<file path="config.mk">
export PLATFORM = sky130hd
export DESIGN_NAME = vga_timing_gen
export DESIGN_NICKNAME = d
export VERILOG_FILES = /design/src/rtl/vga_timing_gen_pkg.sv /design/src/rtl/vga_timing_gen_axis_cnt.sv /design/src/rtl/vga_timing_gen.sv
export SDC_FILE = /design/constraint.sdc
export NUM_CORES = 1
export LEC_CHECK = 0
export CORE_ASPECT_RATIO = 1.25
export CORE_MARGIN = 2
export CORE_UTILIZATION = 55
export DETAILED_ROUTE_END_ITERATION = 10
export PLACE_DENSITY = 0.95
export SLEW_MARGIN = 20
export SYNTH_ARGS = -nofsm -noshare
export SYNTH_HDL_FRONTEND = slang
export SYNTH_SLANG_ARGS = --single-unit
export TNS_END_PERCENT = 10
</file>
<file path="constraint.sdc">
create_clock -name clk -period 5.9 [get_ports clk]
set_input_delay 1.18 -clock clk [delete_from_list [all_inputs] [get_ports clk]]
set_output_delay 1.18 -clock clk [all_outputs]
set_load 0.02 [all_outputs]
</file>
<file path="src/rtl/vga_timing_gen_pkg.sv">
// Shared 640x480@60 timing defaults, derived window origins and read-FSM encoding.
// Extends the LCD parameter set used by the display path.
package vga_timing_gen_pkg;

  localparam int DEF_H_SYNC   = 96;
  localparam int DEF_H_BACK   = 48;
  localparam int DEF_H_DISP   = 640;
  localparam int DEF_H_FRONT  = 16;
  localparam int DEF_V_SYNC   = 2;
  localparam int DEF_V_BACK   = 33;
  localparam int DEF_V_DISP   = 480;
  localparam int DEF_V_FRONT  = 10;
  localparam int DEF_PREFETCH = 2;
  localparam bit DEF_SYNC_POL = 1'b0;

  localparam int CNT_W = 12;

  function automatic int axis_total(input int sync, input int back, input int disp, input int front);
    return sync + back + disp + front;
  endfunction

  localparam int H_TOTAL = axis_total(DEF_H_SYNC, DEF_H_BACK, DEF_H_DISP, DEF_H_FRONT);
  localparam int V_TOTAL = axis_total(DEF_V_SYNC, DEF_V_BACK, DEF_V_DISP, DEF_V_FRONT);
  localparam int HA      = DEF_H_SYNC + DEF_H_BACK;
  localparam int VA      = DEF_V_SYNC + DEF_V_BACK;

  typedef enum logic {
    WAIT_RDY = 1'b0,
    RUN      = 1'b1
  } rd_state_t;

endpackage

</file>
<file path="src/rtl/vga_timing_gen_axis_cnt.sv">
// One raster axis: wrapping counter plus registered sync, active-position and read-window decode.
// Outputs are decoded from the next count so they line up with the registered count.
module vga_axis_cnt
  import vga_timing_gen_pkg::*;
#(
  parameter int TOTAL     = 800,
  parameter int SYNC      = 96,
  parameter int ACT_START = 144,
  parameter int ACT_LEN   = 640,
  parameter int RD_START  = 142,
  parameter int RD_END    = 782,
  parameter bit SYNC_POL  = 1'b0
) (
  input  logic             clk,
  input  logic             rst,
  input  logic             en,
  output logic [CNT_W-1:0] cnt,
  output logic             wrap,
  output logic [CNT_W-1:0] pos,
  output logic             sync,
  output logic             rd_win_nxt
);

  localparam logic [CNT_W-1:0] LAST = CNT_W'(TOTAL - 1);
  localparam logic [CNT_W-1:0] S_END = CNT_W'(SYNC);
  localparam logic [CNT_W-1:0] A_BEG = CNT_W'(ACT_START);
  localparam logic [CNT_W-1:0] A_END = CNT_W'(ACT_START + ACT_LEN);
  localparam logic [CNT_W-1:0] R_BEG = CNT_W'(RD_START);
  localparam logic [CNT_W-1:0] R_END = CNT_W'(RD_END);

  logic [CNT_W-1:0] cnt_nxt;
  logic             act_nxt;

  always_comb begin
    wrap    = en && (cnt == LAST);
    cnt_nxt = cnt;
    if (wrap)
      cnt_nxt = '0;
    else if (en)
      cnt_nxt = cnt + CNT_W'(1);
    act_nxt    = (cnt_nxt >= A_BEG) && (cnt_nxt < A_END);
    rd_win_nxt = (cnt_nxt >= R_BEG) && (cnt_nxt < R_END);
  end

  always_ff @(posedge clk or posedge rst) begin
    if (rst) begin
      cnt  <= '0;
      pos  <= '0;
      sync <= SYNC_POL;
    end else begin
      cnt  <= cnt_nxt;
      pos  <= act_nxt ? (cnt_nxt - A_BEG) : '0;
      sync <= (cnt_nxt < S_END) ? SYNC_POL : ~SYNC_POL;
    end
  end

endmodule

</file>
<file path="src/rtl/vga_timing_gen.sv">
// VGA raster timing with a read-FIFO prefetch strobe leading the display window by PREFETCH clocks.
// Reads are enabled per frame only; readiness is sampled at the frame boundary, underflow is sticky.
module vga_timing_gen
  import vga_timing_gen_pkg::*;
#(
  parameter int H_SYNC   = DEF_H_SYNC,
  parameter int H_BACK   = DEF_H_BACK,
  parameter int H_DISP   = DEF_H_DISP,
  parameter int H_FRONT  = DEF_H_FRONT,
  parameter int V_SYNC   = DEF_V_SYNC,
  parameter int V_BACK   = DEF_V_BACK,
  parameter int V_DISP   = DEF_V_DISP,
  parameter int V_FRONT  = DEF_V_FRONT,
  parameter int PREFETCH = DEF_PREFETCH,
  parameter bit SYNC_POL = DEF_SYNC_POL
) (
  input  logic             clk,
  input  logic             rst,
  input  logic             rfifo_rd_ready,
  input  logic             underflow_clr,
  output logic [CNT_W-1:0] hcnt,
  output logic [CNT_W-1:0] vcnt,
  output logic [CNT_W-1:0] lcd_x,
  output logic [CNT_W-1:0] lcd_y,
  output logic             lcd_hs,
  output logic             lcd_vs,
  output logic             rfifo_rd_req,
  output logic             frame_start,
  output logic             underflow
);

  localparam int HT  = axis_total(H_SYNC, H_BACK, H_DISP, H_FRONT);
  localparam int VT  = axis_total(V_SYNC, V_BACK, V_DISP, V_FRONT);
  localparam int HAO = H_SYNC + H_BACK;
  localparam int VAO = V_SYNC + V_BACK;

  logic      h_wrap, v_wrap;
  logic      h_rd_nxt, v_rd_nxt;
  rd_state_t state;

  vga_axis_cnt #(
    .TOTAL(HT), .SYNC(H_SYNC), .ACT_START(HAO), .ACT_LEN(H_DISP),
    .RD_START(HAO - PREFETCH), .RD_END(HAO + H_DISP - PREFETCH), .SYNC_POL(SYNC_POL)
  ) u_h_axis (
    .clk(clk), .rst(rst), .en(1'b1),
    .cnt(hcnt), .wrap(h_wrap), .pos(lcd_x), .sync(lcd_hs), .rd_win_nxt(h_rd_nxt)
  );

  vga_axis_cnt #(
    .TOTAL(VT), .SYNC(V_SYNC), .ACT_START(VAO), .ACT_LEN(V_DISP),
    .RD_START(VAO), .RD_END(VAO + V_DISP), .SYNC_POL(SYNC_POL)
  ) u_v_axis (
    .clk(clk), .rst(rst), .en(h_wrap),
    .cnt(vcnt), .wrap(v_wrap), .pos(lcd_y), .sync(lcd_vs), .rd_win_nxt(v_rd_nxt)
  );

  // The cycle right after reset also sits at (0,0), so it counts as a frame boundary for the FSM.
  always_ff @(posedge clk or posedge rst) begin
    if (rst) begin
      state        <= WAIT_RDY;
      rfifo_rd_req <= 1'b0;
      frame_start  <= 1'b0;
      underflow    <= 1'b0;
    end else begin
      if (hcnt == '0 && vcnt == '0)
        state <= rfifo_rd_ready ? RUN : WAIT_RDY;
      rfifo_rd_req <= (state == RUN) && h_rd_nxt && v_rd_nxt;
      frame_start  <= h_wrap && v_wrap;
      if (rfifo_rd_req && !rfifo_rd_ready)
        underflow <= 1'b1;
      else if (underflow_clr)
        underflow <= 1'b0;
    end
  end

endmodule
</file>
==> flow_metrics.tcl, run 1 <==
set metrics [dict create \
    cts.sinks 54 \
    cap_violations 0 \
    clkTransAtPathRegs_ps 100 \
    critPathKind "reg -> reg" \
    yosysMostFrequentCell "dfrtp_1" \
    overflow 0 \
    worst-r2r-setup-slack_ps 1110 \
    vias_per_cell 5.938 \
    crit_buf_inv 3 \
    setup_tns_ps 0 \
    critPathArrivalTime_ps 4930 \
    ys_seq_elements 54 \
    grt_max_degree 55 \
    grt_pass1_vias 2381 \
    dp_hpwl_um 5002 \
    max_clock_freq_mhz 208.8 \
    std_cell_rows 29 \
    num_io_pins 57 \
    numCtsBuffers 5 \
    required_ps 6040 \
    routed_wl_um 6908 \
    rsz0062_at_grt "false" \
    initialDrtViolationCount 275 \
    tightest_slew_ps 1108 \
    numPortBuffers 56 \
    crit_path_max_fanout 13 \
    h-tree-depth 2 \
    nNetsFinal 367 \
    die_x_um 68.04 \
    area_growth_syn_to_layout_pct 25.39 \
    synthCells 300 \
    hp-class "reg -> reg" \
    diodes 0 \
    min-delay-start "u_v_axis.cnt[11]$_DFF_PP0_" \
    crit_path_end_kind "register" \
    worst_slack_ps 1112 \
    fill_cells 389 \
    setup_violations 0 \
    synth_top_area_share_pct 47.94 \
    cts_root_buf "clkbuf_8" \
    die_y_um 84.04 \
    relSlewSlack_pct 25.53 \
    tritoncts "yes" \
    coreArea_um2 5007 \
    clock_latency_ps 310 \
    wl_per_cell_um 16.57 \
    fin_skew_ps 5.434 \
    antenna_found_initial 0 \
    synth_nets 313 \
    finalHoldViolCount 0 \
    crit_path_cell_trace "ha_1, nand4_1, nor4_2, a21oi_1, inv_1, ha_1, inv_1, o21ai_0, nand2_1, o22ai_1, nand3_1, o21ai_0, buf_4, nor3_1" \
    max_stage_delay_ps 1050 \
    gp_congestion 0.9826 \
    synthFlopType "dfrtp_1" \
    cts_max_path_buffers 2 \
    synthesis.area_um2 2819 \
    status "complete, no violations" \
    dp_slack_ps 1343 \
    async_flop_share_pct 100.0 \
    ant_nets 0 \
    vias 2476 \
    drive_above_1_share_pct 6.479 \
    synth_edf_count 0 \
    ir_drop_mv 0.1417 \
    dr.pass1.iters 5 \
    synth_top_area_cell "dfrtp_1" \
    critPathTopFamily "simple AND/OR/NAND/NOR gates" \
    crit_start "u_h_axis.cnt[0]$_DFF_PP0_" \
    worstReg2RegStart "u_h_axis.cnt[0]$_DFF_PP0_" \
    synth_commonest_cells "54 x dfrtp_1, 36 x nor2_1, 26 x inv_1" \
    p_leak_uw 0.001646 \
    drc 0 \
    fin_crit_sh_pct 81.16 \
    cts_setup_buffers 0 \
    final_max_slew_viol_count 0 \
    hold_buffers 0 \
    initial_utilization_pct 56.30 \
    cts_resized 0 \
    synth-seq-area-share_pct 47.94 \
    cp-start-kind "register" \
    track_usage_pct 26.13 \
    die_area_um2 5718 \
    crit_slowest_cell "nor4_2" \
    synth_cell_type_count 53 \
    syn_area_per_cell_um2 9.397 \
    whs_ps 557.6 \
    grt_pass1_wl_um 11350 \
    period_needed_ps 4788 \
    synth.area.top_cells "dfrtp_1 48%, nor2_1 4.8%, ha_1 4.0%, xor2_1 3.7%, inv_1 3.5%" \
    yosys_warnings 0 \
    p_per_area_nw_per_um2 179.6 \
]
==> cell type report <==
type / count / area, um^2 / area share (%)
tap: 62 / 77.57 / 2.195
multi-input combinational: 210 / 1323 / 37.42
inverter: 26 / 98.84 / 2.796
clock buffer: 5 / 68.82 / 1.947
clock inverter: 3 / 47.55 / 1.345
sequential: 54 / 1351 / 38.23
timing repair buffer: 57 / 568.0 / 16.07
==> logic make-up (layout without fill, tap and decap cells) <==
family	count (synthesis)	in the layout	share of synthesized area, %
AND/OR/NAND/NOR	122	122	22.33
flip-flops	54	54	47.94
AO/OA/AOI/OAI	52	52	12.16
buffers and inverters	36	91	5.149
XOR/XNOR	23	23	7.146
adder cells (fa/ha/maj)	9	9	3.995
multiplexers	3	3	1.154
other	1	1	0.1330
==> routing by layer <==
metal / up-vias / global-route usage (%) / share of wire, %
li1: 1152 / - / -
met1: 1155 / 31.74 / 39
met2: 140 / 42.81 / 50
met3: 29 / 5.128 / 7.0
met4: 0 / 13.27 / 4.5
met5: - / 0 / 0
==> registers in the layout, indices dropped and copies added (netlist names) <==
register,flops
u_v_axis.pos,12
frame_start,1
u_v_axis.sync,1
u_v_axis.cnt,12
u_h_axis.sync,1
state,1
u_h_axis.cnt,12
u_h_axis.pos,12
underflow,1
rfifo_rd_req,1
==> cells in the final DEF (no fill, tap or decap), types with 9 or more instances in the layout <==
cell,instances
inv_1,25
a21oi_1,15
nor2_1,36
nand2_1,18
dfrtp_1,54
ha_1,9
xor2_1,12
xnor2_1,11
nor3_1,13
o21ai_0,12
nand3_1,14
clkdlybuf4s50_1,56
==> through the flow <==
step	utilization [%]	area [um^2]	instances	power [uW]
6_report	70.59	3535	417	634.9
5_1_grt	70.59	3535	417	658.5
4_1_cts	70.56	3533	417	643.8
3_5_place_dp	68.24	3417	409	389.5
3_3_place_gp	68.24	3417	409	389.2
2_1_floorplan	-	2819	300	384.5
==> path summary, 6_finish.rpt <==
kind,cells after the start,to
hold / removal,1,u_v_axis.cnt[11]$_DFF_PP0_
hold reg to reg,1,u_v_axis.cnt[11]$_DFF_PP0_
max in group asynchronous,2,u_h_axis.pos[6]$_DFF_PP0_
setup / recovery,14,u_h_axis.pos[0]$_DFF_PP0_
setup reg to reg,14,u_h_axis.pos[0]$_DFF_PP0_
min in group asynchronous,2,u_h_axis.pos[3]$_DFF_PP0_
==> report_power, final <==
part	switching, uW	leakage [uW]	total [uW]	internal [uW]
Combinational	7.84	0.000851	10.6	2.79
Clock	125	0.0000587	253	129
Sequential	0.449	0.000736	371	371
Total	133	0.00165	635	502
(Power assumes the default switching activity.)
==> run 2, diff against run 1 <==
--- a/config.mk
+++ b/config.mk
@@ -7,9 +7,9 @@
 export LEC_CHECK = 0
 export CORE_ASPECT_RATIO = 1.25
 export CORE_MARGIN = 2
-export CORE_UTILIZATION = 55
+export CORE_UTILIZATION = 51
 export DETAILED_ROUTE_END_ITERATION = 10
-export PLACE_DENSITY = 0.95
+export PLACE_DENSITY = 0.9
 export SLEW_MARGIN = 20
 export SYNTH_ARGS = -nofsm -noshare
 export SYNTH_HDL_FRONTEND = slang
==> constraint.sdc (replaced) <==
create_clock -name clk -period 4.9 [get_ports clk]
set_input_delay 0.98 -clock clk [delete_from_list [all_inputs] [get_ports clk]]
set_output_delay 0.98 -clock clk [all_outputs]
set_load 0.02 [all_outputs]
==> run 2 against run 1 <==
Sequential power rose by 20%; sequential share of layout area rose by 0.26 points; wire length fell by 2.3%; critical path depth fell by 2; register-to-register slack barely moved; count of clock-buffer cells in the layout rose by 1; design area fell by 0.67%; worst setup slack improved by 4.6 ps; first-iteration DRC count fell by 1.8%; die area rose by 7.4%; sequential cell count did not move; power rose by 10%; critical path type unchanged.
==> flow_metrics.tcl, run 2 (synthesis gave the netlist of run 1 again) <==
set metrics [dict create \
    status "complete, no violations" \
    crit_slowest_cell "o221ai_2" \
    fin_skew_ps 7.613 \
    setup_tns_ps 0 \
    rsz0062_at_grt "false" \
    cts_resized 0 \
    crit_path_cell_trace "ha_1, nand4_1, nor4_2, buf_4, nand2_1, inv_1, nor2_1, ha_1, a211oi_1, nor2_1, o221ai_2, nor3_1" \
    clock_latency_ps 300 \
    num_io_pins 57 \
    cts_max_path_buffers 2 \
    crit_path_max_fanout 13 \
    die_x_um 70.50 \
    std_cell_rows 30 \
    drc 0 \
    required_ps 5050 \
    hold_buffers 0 \
    routed_wl_um 6750 \
    clkTransAtPathRegs_ps 90 \
    diodes 0 \
    vias 2365 \
    numCtsBuffers 5 \
    grt_pass1_vias 2341 \
    critPathArrivalTime_ps 3940 \
    h-tree-depth 2 \
    dp_hpwl_um 5098 \
    die_area_um2 6142 \
    initial_utilization_pct 52.52 \
    cp-start-kind "register" \
    nNetsFinal 368 \
    cts.sinks 54 \
    critPathKind "reg -> reg" \
    setup_violations 0 \
    overflow 0 \
    grt_max_degree 55 \
    numPortBuffers 56 \
    hp-class "reg -> reg" \
    cts_root_buf "clkbuf_8" \
    coreArea_um2 5368 \
    p_leak_uw 0.001636 \
    gp_congestion 0.9755 \
    relSlewSlack_pct 40.61 \
    fin_crit_sh_pct 77.21 \
    track_usage_pct 23.08 \
    antenna_found_initial 0 \
    crit_path_end_kind "register" \
    grt_pass1_wl_um 11080 \
    vias_per_cell 5.658 \
    ant_nets 0 \
    finalHoldViolCount 0 \
    dr.pass1.iters 7 \
    crit_buf_inv 2 \
    cts_setup_buffers 0 \
    tightest_slew_ps 889.8 \
    area_growth_syn_to_layout_pct 24.55 \
    max_stage_delay_ps 550 \
    cap_violations 0 \
    max_clock_freq_mhz 264.3 \
    total_power_uw 698.3 \
    final_max_slew_viol_count 0 \
    final_common_cell "clkdlybuf4s50_1" \
    final_cell_mix "56 x clkdlybuf4s50_1, 54 x dfrtp_1, 36 x nor2_1" \
    die_y_um 87.12 \
    p_per_area_nw_per_um2 198.9 \
    initialDrtViolationCount 270 \
    ir_drop_mv 0.1264 \
    critPathTopFamily "simple AND/OR/NAND/NOR gates" \
    drive_above_1_share_pct 6.215 \
    wl_per_cell_um 16.15 \
    tritoncts "yes" \
    period_needed_ps 3784 \
]
run 2: changes by cell type in the layout (fill, tap and decap cells not counted), sizes merged:
cell,change
inv,-1
clkinv,-1
buf,+1
clkbuf,+1
bufinv,-1
run 2: path summary, 6_finish.rpt:
kind	start	endpoint	slack (ps)	cells after the start
max	u_h_axis.cnt[0]$_DFF_PP0_	rfifo_rd_req$_DFF_PP0_	1120	12
min	underflow$_DFFE_PP0P_	underflow$_DFFE_PP0P_	530	2
max reg2reg	u_h_axis.cnt[0]$_DFF_PP0_	rfifo_rd_req$_DFF_PP0_	1120	12
min reg2reg	underflow$_DFFE_PP0P_	underflow$_DFFE_PP0P_	530	2
max in group asynchronous	rst	u_v_axis.cnt[8]$_DFF_PP0_	3220	2
min in group asynchronous	rst	underflow$_DFFE_PP0P_	1160	2
run 2: tightest hold or removal path, stage by stage (launching register included):
cell and delay [ps]:
dfrtp_1 380, inv_1 50, o22ai_1 60
run 2: metal layers:
layer	routed length, um	track usage [%]	up-vias
met3	361	4.398	17
met1	2682	26.20	1106
met4	154	6.818	0
li1	-	-	1152
met2	3552	43.65	90
met5	0	0	-
run 2: final cells by class:
cell class | count | area, um^2
well taps | 64 | 80.08
multi-input cells | 210 | 1323
fillers | 451 | 1857
clock buffers | 6 | 82.58
inverters | 26 | 98.84
repair buffers | 58 | 575.6
flip-flops and latches | 54 | 1351
run 2: power breakdown:
part / internal [uW] / total, uW / switching [uW]
sequential: 446 / 446 / 0.425
combinational: 3.36 / 12.8 / 9.45
clock: 109 / 239 / 130
total: 559 / 698 / 140
run 2: per-stage QoR:
step | utilization [%] | cells | cell area [um^2] | hold slack [ps] | setup slack (ps)
2_1_floorplan | - | 300 | 2819 | 474.7 | 1398
3_3_place_gp | 63.85 | 412 | 3427 | 505.6 | 1151
3_5_place_dp | 63.85 | 412 | 3427 | 524.5 | 1158
4_1_cts | 65.38 | 418 | 3510 | 536.6 | 1106
5_1_grt | 65.41 | 418 | 3511 | 558.8 | 745.0
6_report | 65.41 | 418 | 3511 | 534.0 | 1116
